===== src/rtl/bcd_counter.sv =====
// -----------------------------------------------------------------------------
// bcd_counter
//
// Multi-digit decimal up/down counter with a built-in tick prescaler.
// Produces packed BCD digits (digit 0 in bits [3:0]) for per-digit
// BCD-to-seven-segment decoders. A single clock domain is used; counting is
// paced by an internal enable tick rather than a divided clock.
//
// Parameters:
//   DIGITS   - number of BCD digits (1..8)
//   TICK_DIV - enabled clk_in cycles per count step (>= 1)
//
// Ports:
//   clk_in    in   system clock, rising edge
//   reset     in   asynchronous active-low reset
//   en        in   count enable, gates the prescaler
//   up_dn     in   1 = count up, 0 = count down (used on the step edge)
//   clr       in   synchronous clear (highest priority)
//   load      in   synchronous load of load_val (nibbles > 9 load as 0)
//   load_val  in   load value, packed BCD
//   bcd_out   out  current count, packed BCD
//   tick_out  out  one-cycle pulse on each count step
//   carry     out  one-cycle pulse on wrap (carry up / borrow down)
//
// Configuration macro:
//   BCD_COUNTER_SATURATE_EN - when defined, the count holds at all 9s (up)
//   or all 0s (down) instead of wrapping; carry still pulses on the blocked
//   step as a limit indication.
// -----------------------------------------------------------------------------
module bcd_counter #(
  parameter int DIGITS   = 3,
  parameter int TICK_DIV = 1000000
) (
  input  logic                clk_in,
  input  logic                reset,
  input  logic                en,
  input  logic                up_dn,
  input  logic                clr,
  input  logic                load,
  input  logic [4*DIGITS-1:0] load_val,
  output logic [4*DIGITS-1:0] bcd_out,
  output logic                tick_out,
  output logic                carry
);

  localparam int             PW       = (TICK_DIV > 1) ? $clog2(TICK_DIV) : 1;
  localparam logic [PW-1:0]  PRE_LAST = PW'(TICK_DIV - 1);

  logic [PW-1:0]       pre_q, pre_d;
  logic [4*DIGITS-1:0] bcd_q, bcd_d;
  logic                tick_q, tick_d;
  logic                carry_q, carry_d;

  logic                step;
  logic [4*DIGITS-1:0] stepped;
  logic [4*DIGITS-1:0] loaded;
  logic                prop;
  logic [3:0]          dig;
  logic                wrap;

  assign step = en && (pre_q == PRE_LAST);

  // Ripple increment/decrement across all digits. 'prop' carries the
  // increment (or decrement) into the next digit; if it survives past the
  // most significant digit, the whole counter wrapped.
  // NOTE: every signal written in an always_comb gets a default at the top,
  // so no path leaves it unassigned and no latch is inferred.
  always_comb begin
    stepped = bcd_q;
    prop    = 1'b1;
    dig     = 4'd0;
    for (int i = 0; i < DIGITS; i++) begin
      dig = bcd_q[4*i +: 4];
      if (prop) begin
        if (up_dn) begin
          if (dig == 4'd9) begin
            stepped[4*i +: 4] = 4'd0;
          end else begin
            stepped[4*i +: 4] = dig + 4'd1;
            prop              = 1'b0;
          end
        end else begin
          if (dig == 4'd0) begin
            stepped[4*i +: 4] = 4'd9;
          end else begin
            stepped[4*i +: 4] = dig - 4'd1;
            prop              = 1'b0;
          end
        end
      end
    end
    wrap = prop;
  end

  // Sanitise the load value so every stored digit stays in 0..9.
  always_comb begin
    loaded = '0;
    for (int i = 0; i < DIGITS; i++) begin
      loaded[4*i +: 4] = (load_val[4*i +: 4] > 4'd9) ? 4'd0 : load_val[4*i +: 4];
    end
  end

  // Next state: clr > load > step > hold.
  always_comb begin
    pre_d   = pre_q;
    bcd_d   = bcd_q;
    tick_d  = 1'b0;
    carry_d = 1'b0;
    if (clr) begin
      pre_d = '0;
      bcd_d = '0;
    end else if (load) begin
      pre_d = '0;
      bcd_d = loaded;
    end else if (step) begin
      pre_d   = '0;
      tick_d  = 1'b1;
      carry_d = wrap;
`ifdef BCD_COUNTER_SATURATE_EN
      bcd_d   = wrap ? bcd_q : stepped;
`else
      bcd_d   = stepped;
`endif
    end else if (en) begin
      pre_d = pre_q + PW'(1);
    end
  end

  // NOTE: state registers use non-blocking assignments so every flop samples
  // the pre-edge values, independent of statement order.
  always_ff @(posedge clk_in or negedge reset) begin
    if (!reset) begin
      pre_q   <= '0;
      bcd_q   <= '0;
      tick_q  <= 1'b0;
      carry_q <= 1'b0;
    end else begin
      pre_q   <= pre_d;
      bcd_q   <= bcd_d;
      tick_q  <= tick_d;
      carry_q <= carry_d;
    end
  end

  assign bcd_out  = bcd_q;
  assign tick_out = tick_q;
  assign carry    = carry_q;

endmodule


===== config.mk =====
export PLATFORM = sky130hd
export DESIGN_NAME = bcd_counter
export DESIGN_NICKNAME = d
export VERILOG_FILES = /design/src/rtl/bcd_counter.sv
export SDC_FILE = /design/constraint.sdc
export NUM_CORES = 1
export LEC_CHECK = 0
export CAP_MARGIN = 25
export CORE_MARGIN = 1
export CORE_UTILIZATION = 50
export CTS_CLUSTER_DIAMETER = 80
export CTS_CLUSTER_SIZE = 14
export DETAILED_ROUTE_END_ITERATION = 12
export PLACE_DENSITY = 0.85
export SYNTH_ARGS = -nofsm -noshare
export SYNTH_HDL_FRONTEND = slang
export SYNTH_SLANG_ARGS = --single-unit
export TNS_END_PERCENT = 5

===== constraint.sdc =====
create_clock -name clk_in -period 2.3 [get_ports clk_in]
set_input_delay 0.345 -clock clk_in [delete_from_list [all_inputs] [get_ports clk_in]]
set_output_delay 0.345 -clock clk_in [all_outputs]
set_load 0.02 [all_outputs]

Yosys cells after proc, flatten, opt, wreduce, memory -nomap -nowiden
Index checks and enable logic that the tools add are counted.
{ "totals": {"input_bits": 18, "output_inout_bits": 14, "wordCells": 68, "register_bits": 34} }
{ "classes": {"eq_ne": 4, "n_addsub": 7, "magnitude_cmp": 3, "muxes": 38, "n_reduce_logical": 10} }
{ "op_table": {"columns": ["operator", "n"], "rows": [
  ["$mux 20", 4],
  ["$mux 4", 14],
  ["$mux 12", 3],
  ["$add 20x1->20 const B", 1],
  ["$eq 20x20->1 const B", 1],
  ["$mux 1", 17],
  ["$add 4x1->4 const B", 3],
  ["$eq 4x4->1 const B", 3],
  ["$gt 4x4->1 const B", 3],
  ["$logic_not 4->1", 3],
  ["$sub 4x1->4 const B", 3],
  ["$reduce_bool 3->1", 3],
  ["$reduce_and 2->1", 2],
  ["$reduce_bool 4->1", 1],
  ["$logic_and 1x1->1", 1]
]} }

Depth between registers and ports, before layout
{ "logic_depth": {"depth_word": 8, "depth_mapped": 7, "ltp_nobuf": 7} }

Worst setup path after synthesis
Ideal clock, no wire load.
{ "synth_timing": {"kind": "register to register", "from": "register bcd_q[0], in the netlist bcd_out[0]", "to": "register bcd_q[11], in the netlist bcd_out[11]", "setup_ns": 0.125, "setup_slack_ns": -0.183, "t_arrival_ns": 2.358, "path_stages_with_launch": 8, "cell_sequence": "dfrtp_1 -> inv_1 -> ha_1 -> or3b_2 -> a21o_1 -> or3_1 -> o21ai_4 -> mux2_2"} }
{ "synth_via": {"elab_chain_len": 6, "word_cells_on_any_way": 8, "cone_classes": "eq/ne: 1; mux: 4; reduce/logical: 3"} }
{ "synth_lines": {"columns": ["item", "line", "rtl"], "rows": [
  ["start: declaration", "50", "logic [4*DIGITS-1:0] bcd_q, bcd_d;"],
  ["start signal: assignment", "134", "bcd_q <= '0;"],
  ["start signal: assignment", "139", "bcd_q <= bcd_d;"],
  ["$eq 4x4->1 or $logic_not 4->1 (tied branches)", "76, 83", null],
  ["$mux 1, on equally long branches", "76, 83", null],
  ["$mux 1 *", "75", "if (up_dn) begin"],
  ["$mux 1 *", "74", "if (prop) begin"],
  ["$reduce_bool 3->1 (no source line) *", null, null],
  ["$reduce_and 2->1 (no source line) *", null, null]
]} }
Every way passes the cells marked *; elsewhere a longest branch is shown, timed or not.
A chain may end at the register's enable or synchronous reset.

Final worst setup path
{ "layout_timing": {"from": "register bcd_q[0], in the netlist bcd_out[0]", "to": "register bcd_q[9], in the netlist bcd_out[9]"} }
The elaborated chain is that of the path after synthesis.

==> metrics.yaml <==
synthesis:
  yosys-top-cells-area: "dfrtp_1, ha_1, nor2_1, a21oi_1, xnor2_1"
  yosys.area_share.simple_pct: 27.3
  synth-xor-area-share_pct: 6.79
  synth_common_cells: "nor2_1, dfrtp_1, a21oi_1"
  synth.mux.area_fraction_pct: 4.34
  ys_ff_latch: 34
  synth.net_count: 320
  synth_ff_type: "dfrtp_1"
  synth_top_area_share_pct: 34.7
  async_flop_share_pct: 100
  synth_top_area_cell: "dfrtp_1"
  yosys_warnings: 0
  synth_top_family_by_area: "simple AND/OR/NAND/NOR gates"
  syn_area_mm2: 0.00245
  synth_most_common_cell: "nor2_1"
  postSynthCellCount: 290
  synth_seq_area_share_pct: 34.7
  avgSynthCellArea_um2: 8.46
  synth_edf_count: 0
  synth-adder-area-share_pct: 6.12
  synth-compound-area-share_pct: 16.0
  synth_cell_type_count: 54
placement:
  port-buffer-count: 31
  hpwl_um: 4160
  gp_congestion: 0.893
clock_network:
  post_cts_resized: 0
  cts-root-buf: "clkbuf_8"
  hold_buffers: 0
  cts.sinks: 34
  clk_pin_slew_ns: 0.08
  htreeDepth: 2
  cts_buffers: 5
  clk_path_buf_depth: 2
  cts_tree: "built"
  cts_setup_buffers: 0
  worstSkewPairLatency_ns: 0.29
final_layout:
  n_antenna_cell: 0
  drive_gt1_share_pct: 15.3
  synthToLayoutAreaGrowth_pct: 27.7
  fin_nets: 369
  final_util_pct: 66.3
routing:
  drtIter0Drc: 156
  drc: 0
  viasPerCell: 5.53
  wl_per_cell_um: 14.0
  wl_um: 5710
  vias: 2251
  first_pass_iters: 4
  drtAntennaViolNets: 0
worst_setup_path:
  regToRegSetupSlack_ns: 0.06
  reg2regPathDepth: 7
  crit_type: "flop to flop"
  arrival_ns: 2.42
  required_ns: 2.47
  timing.rr.start: "bcd_out[0]"
  worst_setup_path_end_kind: "flop"
  r2r-end: "bcd_out[9]"
  start_kind: "flop"
  cp_max_fo: 4
flow_run:
  maxCapViolCount: 0
sta:
  rsz0062_at_grt: "yes"
  period_minus_slack_ns: 2.24
  clock_skew_ns: 0.0105
  setup_viol: 0
  hold_ws_ns: 0.443
  hold_viol_final: 0
  clock.fmax_ghz: 0.446
  period_share_pct: 97.5
  drv_slew: 0
  worst_pin_slew_ns: 0.417
  slew_headroom_pct: 72.1
floorplan:
  coreArea_mm2: 0.00472
  ios: 32
  start_util_pct: 51.9
  die_area_mm2: 0.00519
  die_h_um: 72.0
  rows: 25
  fp.dieW_um: 72.0
min_path:
  min_path_type: "input pin to async pin"
power_and_ir_drop:
  p_leak_nw: 1.30
  ir_drop_mv: 0.367
  p_per_area_mw_per_mm2: 512
global_route:
  gr-usage-all-layers_pct: 24.0
  overflow: 0
  antenna_found_initial: 0
  grt_max_degree: 35
  grt_pass1_vias: 2067
  grt_pass1_wl_um: 9650
run_status:
  status: "complete, no violations"
==> kinds of logic after synthesis <==
logic type | Yosys count
simple gates | 124
compound gates | 62
flops | 34
buf+inv | 29
xor+xnor | 19
fa+ha+maj | 12
mux | 10
==> final cells by class <==
type                       instances  area (um^2)
fill                             382         1590
multi-input combinational        227         1520
sequential                        34          853
timing repair buffer              56          498
clock buffer                       7         86.3
tap                               67         83.8
inverter                          15         56.3
clock inverter                     1         30.0
==> how the worst max path moves through the flow <==
stage                from     endpoint  slack, ns  cells after the start
2_1_floorplan  bcd_out[0]  bcd_out[11]       0.01                      7
4_1_cts        bcd_out[0]   bcd_out[9]       0.04                      7
6_report       bcd_out[0]   bcd_out[9]       0.06                      7
3_5_place_dp           en   bcd_out[1]      -0.16                      6
3_3_place_gp        up_dn   bcd_out[9]      -0.11                      6
5_1_grt        bcd_out[0]   bcd_out[9]     -0.008                      7
==> critical path: stages (launching register included) <==
cell and delay [ns]:
dfrtp_2 0.41, inv_2 0.09, ha_4 0.15, or3b_4 0.38, a21o_1 0.23, or3_4 0.35
o21ai_4 0.20, mux2_4 0.32
==> state kept, by name (all words and copies together) (netlist names) <==
register,flops
pre_q,20
bcd_out,12
carry,1
tick_out,1
==> layout by cell type (no fill, tap or decap), drive strengths merged, types with 4 or more instances in the layout <==
cell type and instances:
nor2 36, dfrtp 34, clkdlybuf4s50 31, buf 25, a21oi 22, nand2 21, inv 15, nand3 14
o21ai 13, xnor2 12, ha 12, nand2b 7, a31oi 7, nor3 7, xor2 7, clkbuf 7
nand4 5, mux2i 5, or3 5, mux2 5, nand3b 4, nor4b 4
==> through the flow <==
stage | setup TNS (ns) | total power, mW | cells | worst slack, ns | area, um^2
after floorplan | 0 | 0.873 | 290 | 0.0149 | 2490
after global placement | -0.480 | 1.03 | 399 | -0.115 | 3010
after detailed placement | -0.795 | 1.03 | 399 | -0.161 | 3010
after CTS | 0 | 1.60 | 407 | 0.0372 | 3120
after global routing | -0.00908 | 1.67 | 407 | -0.00755 | 3130
final | 0 | 1.60 | 407 | 0.0570 | 3130
==> routing by layer <==
metal	GRT usage, %	wire length (um)
met1	34.7	2810
met2	36.3	2530
met3	4.58	300
met5	0	0
met4	7.84	67
==> report_power, final <==
group | internal, mW | switching, mW
registers | 0.618 | 0.0380
logic | 0.181 | 0.190
clock network | 0.353 | 0.222
No activity file was read; power rests on OpenSTA's default activity.
